$ cat src/rtl/pipeline_pkg.sv
// pipeline_pkg: types and constants shared by the fetch queue, decode and later pipeline registers.
`default_nettype none

package pipeline_pkg;

  localparam logic [31:0] NOP_INSTR = 32'h0000_0013;  // addi x0,x0,0

  typedef struct packed {
    logic [31:0] instr;
    logic [31:0] pc;
  } fetch_pkt_t;

endpackage : pipeline_pkg

`default_nettype wire

$ cat src/rtl/fetch_queue.sv
// fetch_queue: DEPTH-entry {instr, pc} buffer between fetch and decode with valid/ready on
// both sides and a synchronous flush for PC redirects.
`default_nettype none

module fetch_queue
  import pipeline_pkg::*;
#(
  parameter int DEPTH = 4,
  parameter int XLEN  = 32
) (
  input  logic                     clk,
  input  logic                     reset,
  input  logic                     flush,
  input  logic                     f_valid,
  input  logic [XLEN-1:0]          f_instr,
  input  logic [XLEN-1:0]          f_pc,
  output logic                     f_ready,
  output logic                     d_valid,
  output logic [XLEN-1:0]          d_instr,
  output logic [XLEN-1:0]          d_pc,
  input  logic                     d_ready,
  output logic [$clog2(DEPTH):0]   count
);

  localparam int AW = $clog2(DEPTH);
  localparam int PW = AW + 1;

  generate
    if (DEPTH < 2 || (DEPTH & (DEPTH - 1)) != 0) begin : g_bad_depth
      $error("fetch_queue: DEPTH must be a power of two and >= 2");
    end
  endgenerate

  logic [PW-1:0]   wptr_q, wptr_d;
  logic [PW-1:0]   rptr_q, rptr_d;
  logic [XLEN-1:0] instr_mem [DEPTH];
  logic [XLEN-1:0] pc_mem    [DEPTH];

  logic empty, full, push, pop;

  // The extra pointer MSB separates full (MSBs differ) from empty (pointers equal).
  assign empty = (wptr_q == rptr_q);
  assign full  = (wptr_q[AW-1:0] == rptr_q[AW-1:0]) && (wptr_q[AW] != rptr_q[AW]);

  assign f_ready = ~full;
  assign d_valid = ~empty;
  assign push    = f_valid & f_ready & ~flush;
  assign pop     = d_valid & d_ready & ~flush;
  assign count   = wptr_q - rptr_q;

  // Empty never exposes storage, so unwritten entries cannot leak X downstream.
  assign d_instr = empty ? XLEN'(NOP_INSTR) : instr_mem[rptr_q[AW-1:0]];
  assign d_pc    = empty ? '0 : pc_mem[rptr_q[AW-1:0]];

  always_comb begin
    wptr_d = wptr_q;
    rptr_d = rptr_q;
    if (flush) begin
      wptr_d = '0;
      rptr_d = '0;
    end else begin
      if (push) wptr_d = wptr_q + PW'(1);
      if (pop)  rptr_d = rptr_q + PW'(1);
    end
  end

  always_ff @(posedge clk or negedge reset) begin
    if (!reset) begin
      wptr_q <= '0;
      rptr_q <= '0;
    end else begin
      wptr_q <= wptr_d;
      rptr_q <= rptr_d;
    end
  end

  always_ff @(posedge clk) begin
    if (push) begin
      instr_mem[wptr_q[AW-1:0]] <= f_instr;
      pc_mem[wptr_q[AW-1:0]]    <= f_pc;
    end
  end

endmodule : fetch_queue

`default_nettype wire

$ cat config.mk
export PLATFORM = sky130hd
export DESIGN_NAME = fetch_queue
export DESIGN_NICKNAME = d
export VERILOG_FILES = /design/src/rtl/pipeline_pkg.sv /design/src/rtl/fetch_queue.sv
export SDC_FILE = /design/constraint.sdc
export NUM_CORES = 1
export LEC_CHECK = 0
export BUFFER_PORTS_ARGS = -buffer_cell sky130_fd_sc_hd__clkbuf_2
export CAP_MARGIN = 10
export CORE_ASPECT_RATIO = 2
export CORE_MARGIN = 4
export CORE_UTILIZATION = 52
export DETAILED_ROUTE_END_ITERATION = 10
export PLACE_DENSITY_LB_ADDON = 0.05
export SYNTH_ARGS = -nofsm -noshare
export SYNTH_HDL_FRONTEND = slang
export SYNTH_SLANG_ARGS = --single-unit
$ cat constraint.sdc
create_clock -name clk -period 9.1 [get_ports clk]
set_clock_uncertainty 0.2 [all_clocks]
set_input_delay 0.91 -clock clk [delete_from_list [all_inputs] [get_ports clk]]
set_output_delay 0.91 -clock clk [all_outputs]
set_load 0.005 [all_outputs]
---- Yosys cells after proc, flatten, opt, wreduce, memory -nomap -nowiden ----
Memories as Yosys holds them, arrays and structs flattened.
Cells that the tools add are included.
operators by class
  add/subtract/negate cells ............... 3
  multipliers ............................. 0
  div/mod/pow operators ................... 0
  $lt $le $gt $ge ......................... 0
  eq/ne operators ......................... 3
  shift-type cells ........................ 0
  muxes and demuxes ....................... 8
  bitwise logic cells ..................... 7
  reduce and logical (&&, ||, !) cells .... 3
operator list
  operator                                      count
  two-way mux 32 bit                            2
  two-way mux 3 bit                             4
  adder 3 x 1 -> 3 bit (second input constant)  2
  AND 1 bit                                     4
  nonzero test 2 bit                            2
  equality test 3 bit                           1
  inverter 1 bit                                3
  subtractor 3 bit                              1
  equality test 2 bit                           1
  two-way mux 1 bit                             2
  logical AND 1 bit                             1
  != test 1 bit                                 1
word-level totals
  register bits after elaboration ......... 6
  latch bits .............................. 0
  memory bits (writable) .................. 256
  bits in read-only memories .............. 0
  output and inout bits ................... 69
  word-level logic and storage cells ...... 28
  memories ................................ 2
memory list
  memory     words  width  rd ports  clocked after memory_dff  write ports  line               source
  instr_mem  4      32     1         0                         1            fetch_queue.sv:36  logic [XLEN-1:0] instr_mem [DEPTH];
  pc_mem     4      32     1         0                         1            fetch_queue.sv:37  logic [XLEN-1:0] pc_mem [DEPTH];

---- Longest topological paths before layout ----
  word-level depth ........................ 7
  mapped depth ............................ 9

---- Least setup slack after synthesis ----
No wires, ideal clock.
  path type ............................... flip-flop to flip-flop
  start ................................... reg rptr_q[1]
  end ..................................... mem instr_mem[0][0], enable pin
  setup time .............................. 430 ps
  arrival time ............................ 3161 ps
  data required time ...................... 8470 ps
  slack ................................... 5309 ps
  stages on the path, launching flop included .. 8
  path buffers ............................ 2
  clock period less this slack ............ 3791 ps
  path through ............................ dfrtp_1 > buf_4 > buf_2 > inv_1 > ha_1 > nand2_1 > or2_1 > and4b_1
on the way
  longest elaborated chain between the ends .. 7
ends and longest elaborated chain
  item                                     line               source
  from (decl)                              fetch_queue.sv:35  logic [PW-1:0] rptr_q, rptr_d;
  from (signal assigned)                   fetch_queue.sv:73  rptr_q <= rptr_d;
  equality test 2 bit                      fetch_queue.sv:43  assign full = (wptr_q[AW-1:0] == rptr_q[AW-1:0]) && (wptr_q[AW] != rptr_q[AW]);
  logical AND 1 bit                        fetch_queue.sv:43
  inverter 1 bit                           fetch_queue.sv:45  assign f_ready = ~full;
  net f_ready                              fetch_queue.sv:17  output logic f_ready,
  AND 1 bit (2 in series)                  fetch_queue.sv:47  assign push = f_valid & f_ready & ~flush;
  two-way mux 1 bit                        fetch_queue.sv:78  if (push) begin
  two-way mux 1 bit (not written as such)  fetch_queue.sv:79  instr_mem[wptr_q[AW-1:0]] <= f_instr;
  to (decl)                                fetch_queue.sv:36
The timed path passes the listed nets, and every way through them passes these cells.

---- Worst setup path after layout ----
  start ................................... reg rptr_q[1]
  end ..................................... out d_pc[27]
on the way
  longest elaborated chain between the ends .. 2
  elaborated cells on any way between the ends .. 3
  classes of those cells .................. eq/ne: 1; mux: 1; memory: 1
ends and longest elaborated chain
  item                                                             line               source
  memory read (4 x 32 bit) or equality test 3 bit (tied branches)  n/a
  two-way mux 32 bit (*)                                           fetch_queue.sv:53  assign d_pc = empty ? '0 : pc_mem[rptr_q[AW-1:0]];
  to (decl)                                                        fetch_queue.sv:20  output logic [XLEN-1:0] d_pc,
Mark *: on every way between the ends. The rest lies on a longest branch, timed or not.

==> out/qor.log <==
qor: final_layout.final_layout_size_suffix_gt1_share 38.8%
qor: critical_path.worst_setup_path_end_kind primary output
qor: critical_path.critical_path_class flop to primary output
qor: timing.layout_worst_path_cycle_share 54.0%
qor: cts.ctsLongestPathBuffers 3
qor: global_routing.first_global_vias 5,245
qor: pwr.power.switching_fraction 29.8%
qor: yosys.synth_enable_flop_cells 256
qor: final_layout.postLayoutCoreUtil 61.2%
qor: yosys.synth_commonest_cells edfxtp_1 (256), mux4_2 (62), and2_1 (61)
qor: yosys.synth_warnings 0
qor: timing.maxSlewViolCount 0
qor: cts.cts_made_buffers 23
qor: timing.finalHoldViolations 0
qor: placed_design.number_of_i_o_port_buffers 137
qor: global_routing.grt_overflow 0
qor: pwr.max-vdd-ir-drop 0.000204 V
qor: yosys.synth_cells 469
qor: timing.worst_case_headroom_to_the_max_slew_limit 29.4%
qor: critical_path.crit_path_start_kind flop
qor: placed_design.place_congestion 0.728
qor: route.totalWireLength 18.7 mm
qor: cts.ctsHtreeMaxLevel 1
qor: yosys.net_count_after_synthesis 546
qor: yosys.synth_top_flop_cell edfxtp_1
qor: timing.worst_slew_pin_slew 1.06 ns
qor: pwr.cell_internal_power_dissipation 2.56 mW
qor: critical_path.cp.arrival 3.80 ns
qor: route.drt_pass1_iterations 4
qor: yosys.netlist.area_leader.share 74.7%
qor: route.drc 0
qor: yosys.synth.distinct_cells 38
qor: route.via_count 4,887
qor: yosys.share_of_async_settable_or_async_resettable_flops_after_synthesis 2.29%
qor: placed_design.dp.final_hpwl 10.7 mm
qor: floorplanning.floorplan.rows 72
qor: floorplanning.core-area 0.0194 sq mm
qor: floorplanning.io_pins 138
qor: cts.tritoncts_clock_tree built
qor: cts.tritoncts_num_sinks 262
qor: floorplanning.initial_core_util 53.1%
qor: cts.post_cts_resized 0
qor: critical_path.r2r_start rptr_q[1]$_DFFE_PN0P_
qor: min_path.hold_path_class primary input to asynchronous set/reset pin
qor: final_layout.antenna_cells_inserted 0
qor: cts.worst_setup_hold_path_clk_slew 0.07 ns
qor: critical_path.r2r_setup_slack 5.08 ns
qor: final_layout.nNetsFinal 686
qor: global_routing.grt_first_pass_wirelength 29.2 mm
qor: timing.maxClockFrequency 0.204 GHz
qor: global_routing.grt_antenna_before_repair 0
qor: final_layout.n_fill_cell 1,420
qor: global_routing.grt_start_max_net_pins 69
qor: route.wire_per_inst 21.2 um
qor: yosys.syn_area 0.0103 sq mm
qor: global_routing.gr-usage-all-layers 17.3%
qor: route.antenna_left 0
qor: cts.hold_buffers 0
qor: yosys.synth_area_leaders edfxtp_1 (75%), mux4_2 (14%), and2_1 (3.7%), dfrtp_1 (1.5%), ha_1 (0.85%)
qor: critical_path.worst_setup_path_startpoint rptr_q[1]$_DFFE_PN0P_
qor: timing.rsz0062_at_grt no
qor: critical_path.critical_path.reg2reg.endpoint pc_mem[0][15]$_DFFE_PP_
qor: route.detail_route.vias_per_cell 5.52
qor: critical_path.critical_path.max_fanout 68
qor: pwr.leakagePower 4.02 nW
qor: cts.clockRootBuffer clkbuf_16
qor: floorplanning.die_height 207 um
qor: cts.worstSkewPairLatency 0.50 ns
qor: yosys.synthMostInstantiatedCell edfxtp_1
qor: yosys.postSynthRegisterBits 262
qor: pwr.powerDensity 308 mW/mm^2
qor: route.drt_iter0_drc 265
qor: pwr.switchingPower 1.09 mW
qor: pwr.share_comb_of_total_power 33.0%
qor: run_status.run_status completed
qor: final_layout.syn_to_final_growth 15.2%
qor: pwr.power.sequential.fraction 42.3%
qor: cts.postCtsSetupRepairBufs 0
qor: critical_path.ff2ff_path_depth 6
qor: yosys.synthDominantAreaCellType edfxtp_1
qor: critical_path.worst_path_required_time 7.99 ns
qor: timing.min_period 4.91 ns
qor: floorplanning.floorplan.die_area 0.0222 sq mm
qor: floorplanning.fp.dieW 107 um
qor: timing.fin_worst_hold_slack 0.0385 ns
qor: timing.tns 0 ns
qor: yosys.synth_seq_area_share 76.2%
qor: pwr.part_of_the_total_power_dissipated_in_the_clock_network 24.6%
qor: yosys.syn_area_per_cell 21.9 sq um
qor: flow_run.timing.max_cap.violations 0
qor: timing.finalSetupViolCount 0
==> layout by cell type (no fill, tap or decap), types with 2 or more instances in the layout <==
| master | count |
|---|---|
| inv_6 | 2 |
| or2_1 | 4 |
| a31oi_1 | 3 |
| inv_1 | 5 |
| clkinv_2 | 5 |
| nand4b_1 | 4 |
| buf_4 | 2 |
| mux4_1 | 2 |
| mux4_2 | 62 |
| clkbuf_2 | 137 |
| nand3_1 | 2 |
| nand2_1 | 4 |
| dfrtp_4 | 2 |
| or4_1 | 2 |
| dfrtp_1 | 4 |
| a21oi_1 | 3 |
| edfxtp_1 | 256 |
| clkbuf_1 | 4 |
| clkbuf_16 | 23 |
| ha_1 | 7 |
| and2_1 | 61 |
| and3_4 | 3 |
| clkinv_1 | 6 |
| nor3b_1 | 2 |
| nor2_1 | 2 |
==> per-stage QoR <==
step	instance area, sq um	total power [mW]	cells	setup WS, ns
2_1_floorplan	10300	2.35	469	5.31
3_3_place_gp	11200	2.80	843	4.73
3_5_place_dp	11200	2.82	843	4.64
4_1_cts	11900	3.73	885	4.06
5_1_grt	11900	3.87	885	3.85
6_report	11900	3.65	885	4.19
==> cells by family after synthesis <==
kind of cell	share of synthesized area [%]
simple gates	5.70
buf+inv	1.97
xor+xnor	0.243
compound gates	0.657
mux	14.2
flops	76.2
fa+ha+maj	1.05
==> state kept, by name, indices dropped and copies added (netlist names) <==
signal,cells
instr_mem,128
pc_mem,128
rptr_q,3
wptr_q,3
==> power groups by stage <==
stage / sequential (mW) / combinational [mW] / clock, mW
final: 1.55 / 1.21 / 0.899
after CTS: 1.55 / 1.25 / 0.926
after floorplan: 1.49 / 0.855 / 0
after global routing: 1.56 / 1.34 / 0.975
after global placement: 1.57 / 1.23 / 0
after detailed placement: 1.58 / 1.24 / 0
==> final cells by class <==
type | instances | area, sq um | share of cell area, %
clock buffers | 27 | 591 | 4.98
clock inverters | 15 | 103 | 0.866
inverters | 6 | 22.5 | 0.190
multi-input cells | 177 | 2270 | 19.1
flip-flops and latches | 262 | 7850 | 66.2
well taps | 259 | 324 | 2.73
repair buffers | 139 | 701 | 5.91
==> worst max-delay path by stage <==
stage	end	slack, ns	cells after the start
detailed placement	d_pc[27]	4.64	7
CTS	d_pc[27]	4.06	7
global route	d_pc[27]	3.85	7
finish	d_pc[27]	4.19	7
global placement	d_pc[27]	4.73	7
floorplan	instr_mem[0][0]$_DFFE_PP_	5.31	7
==> critical path: stages, from the launching register on <==
cell	delay (ns)
dfrtp_4	1.13
inv_1	0.17
ha_1	0.40
nand2_1	0.26
and2b_4	0.25
inv_2	0.67
and2_1	0.27
clkbuf_2	0.13
==> metal layers <==
layer,track usage [%],vias up,routed length [um]
li1,-,2196,-
met1,21.3,2513,7040
met2,31.0,146,10200
met3,3.08,32,1030
met4,5.55,0,501
met5,0,-,0
Note: power is estimated with default switching activity, not from simulation.
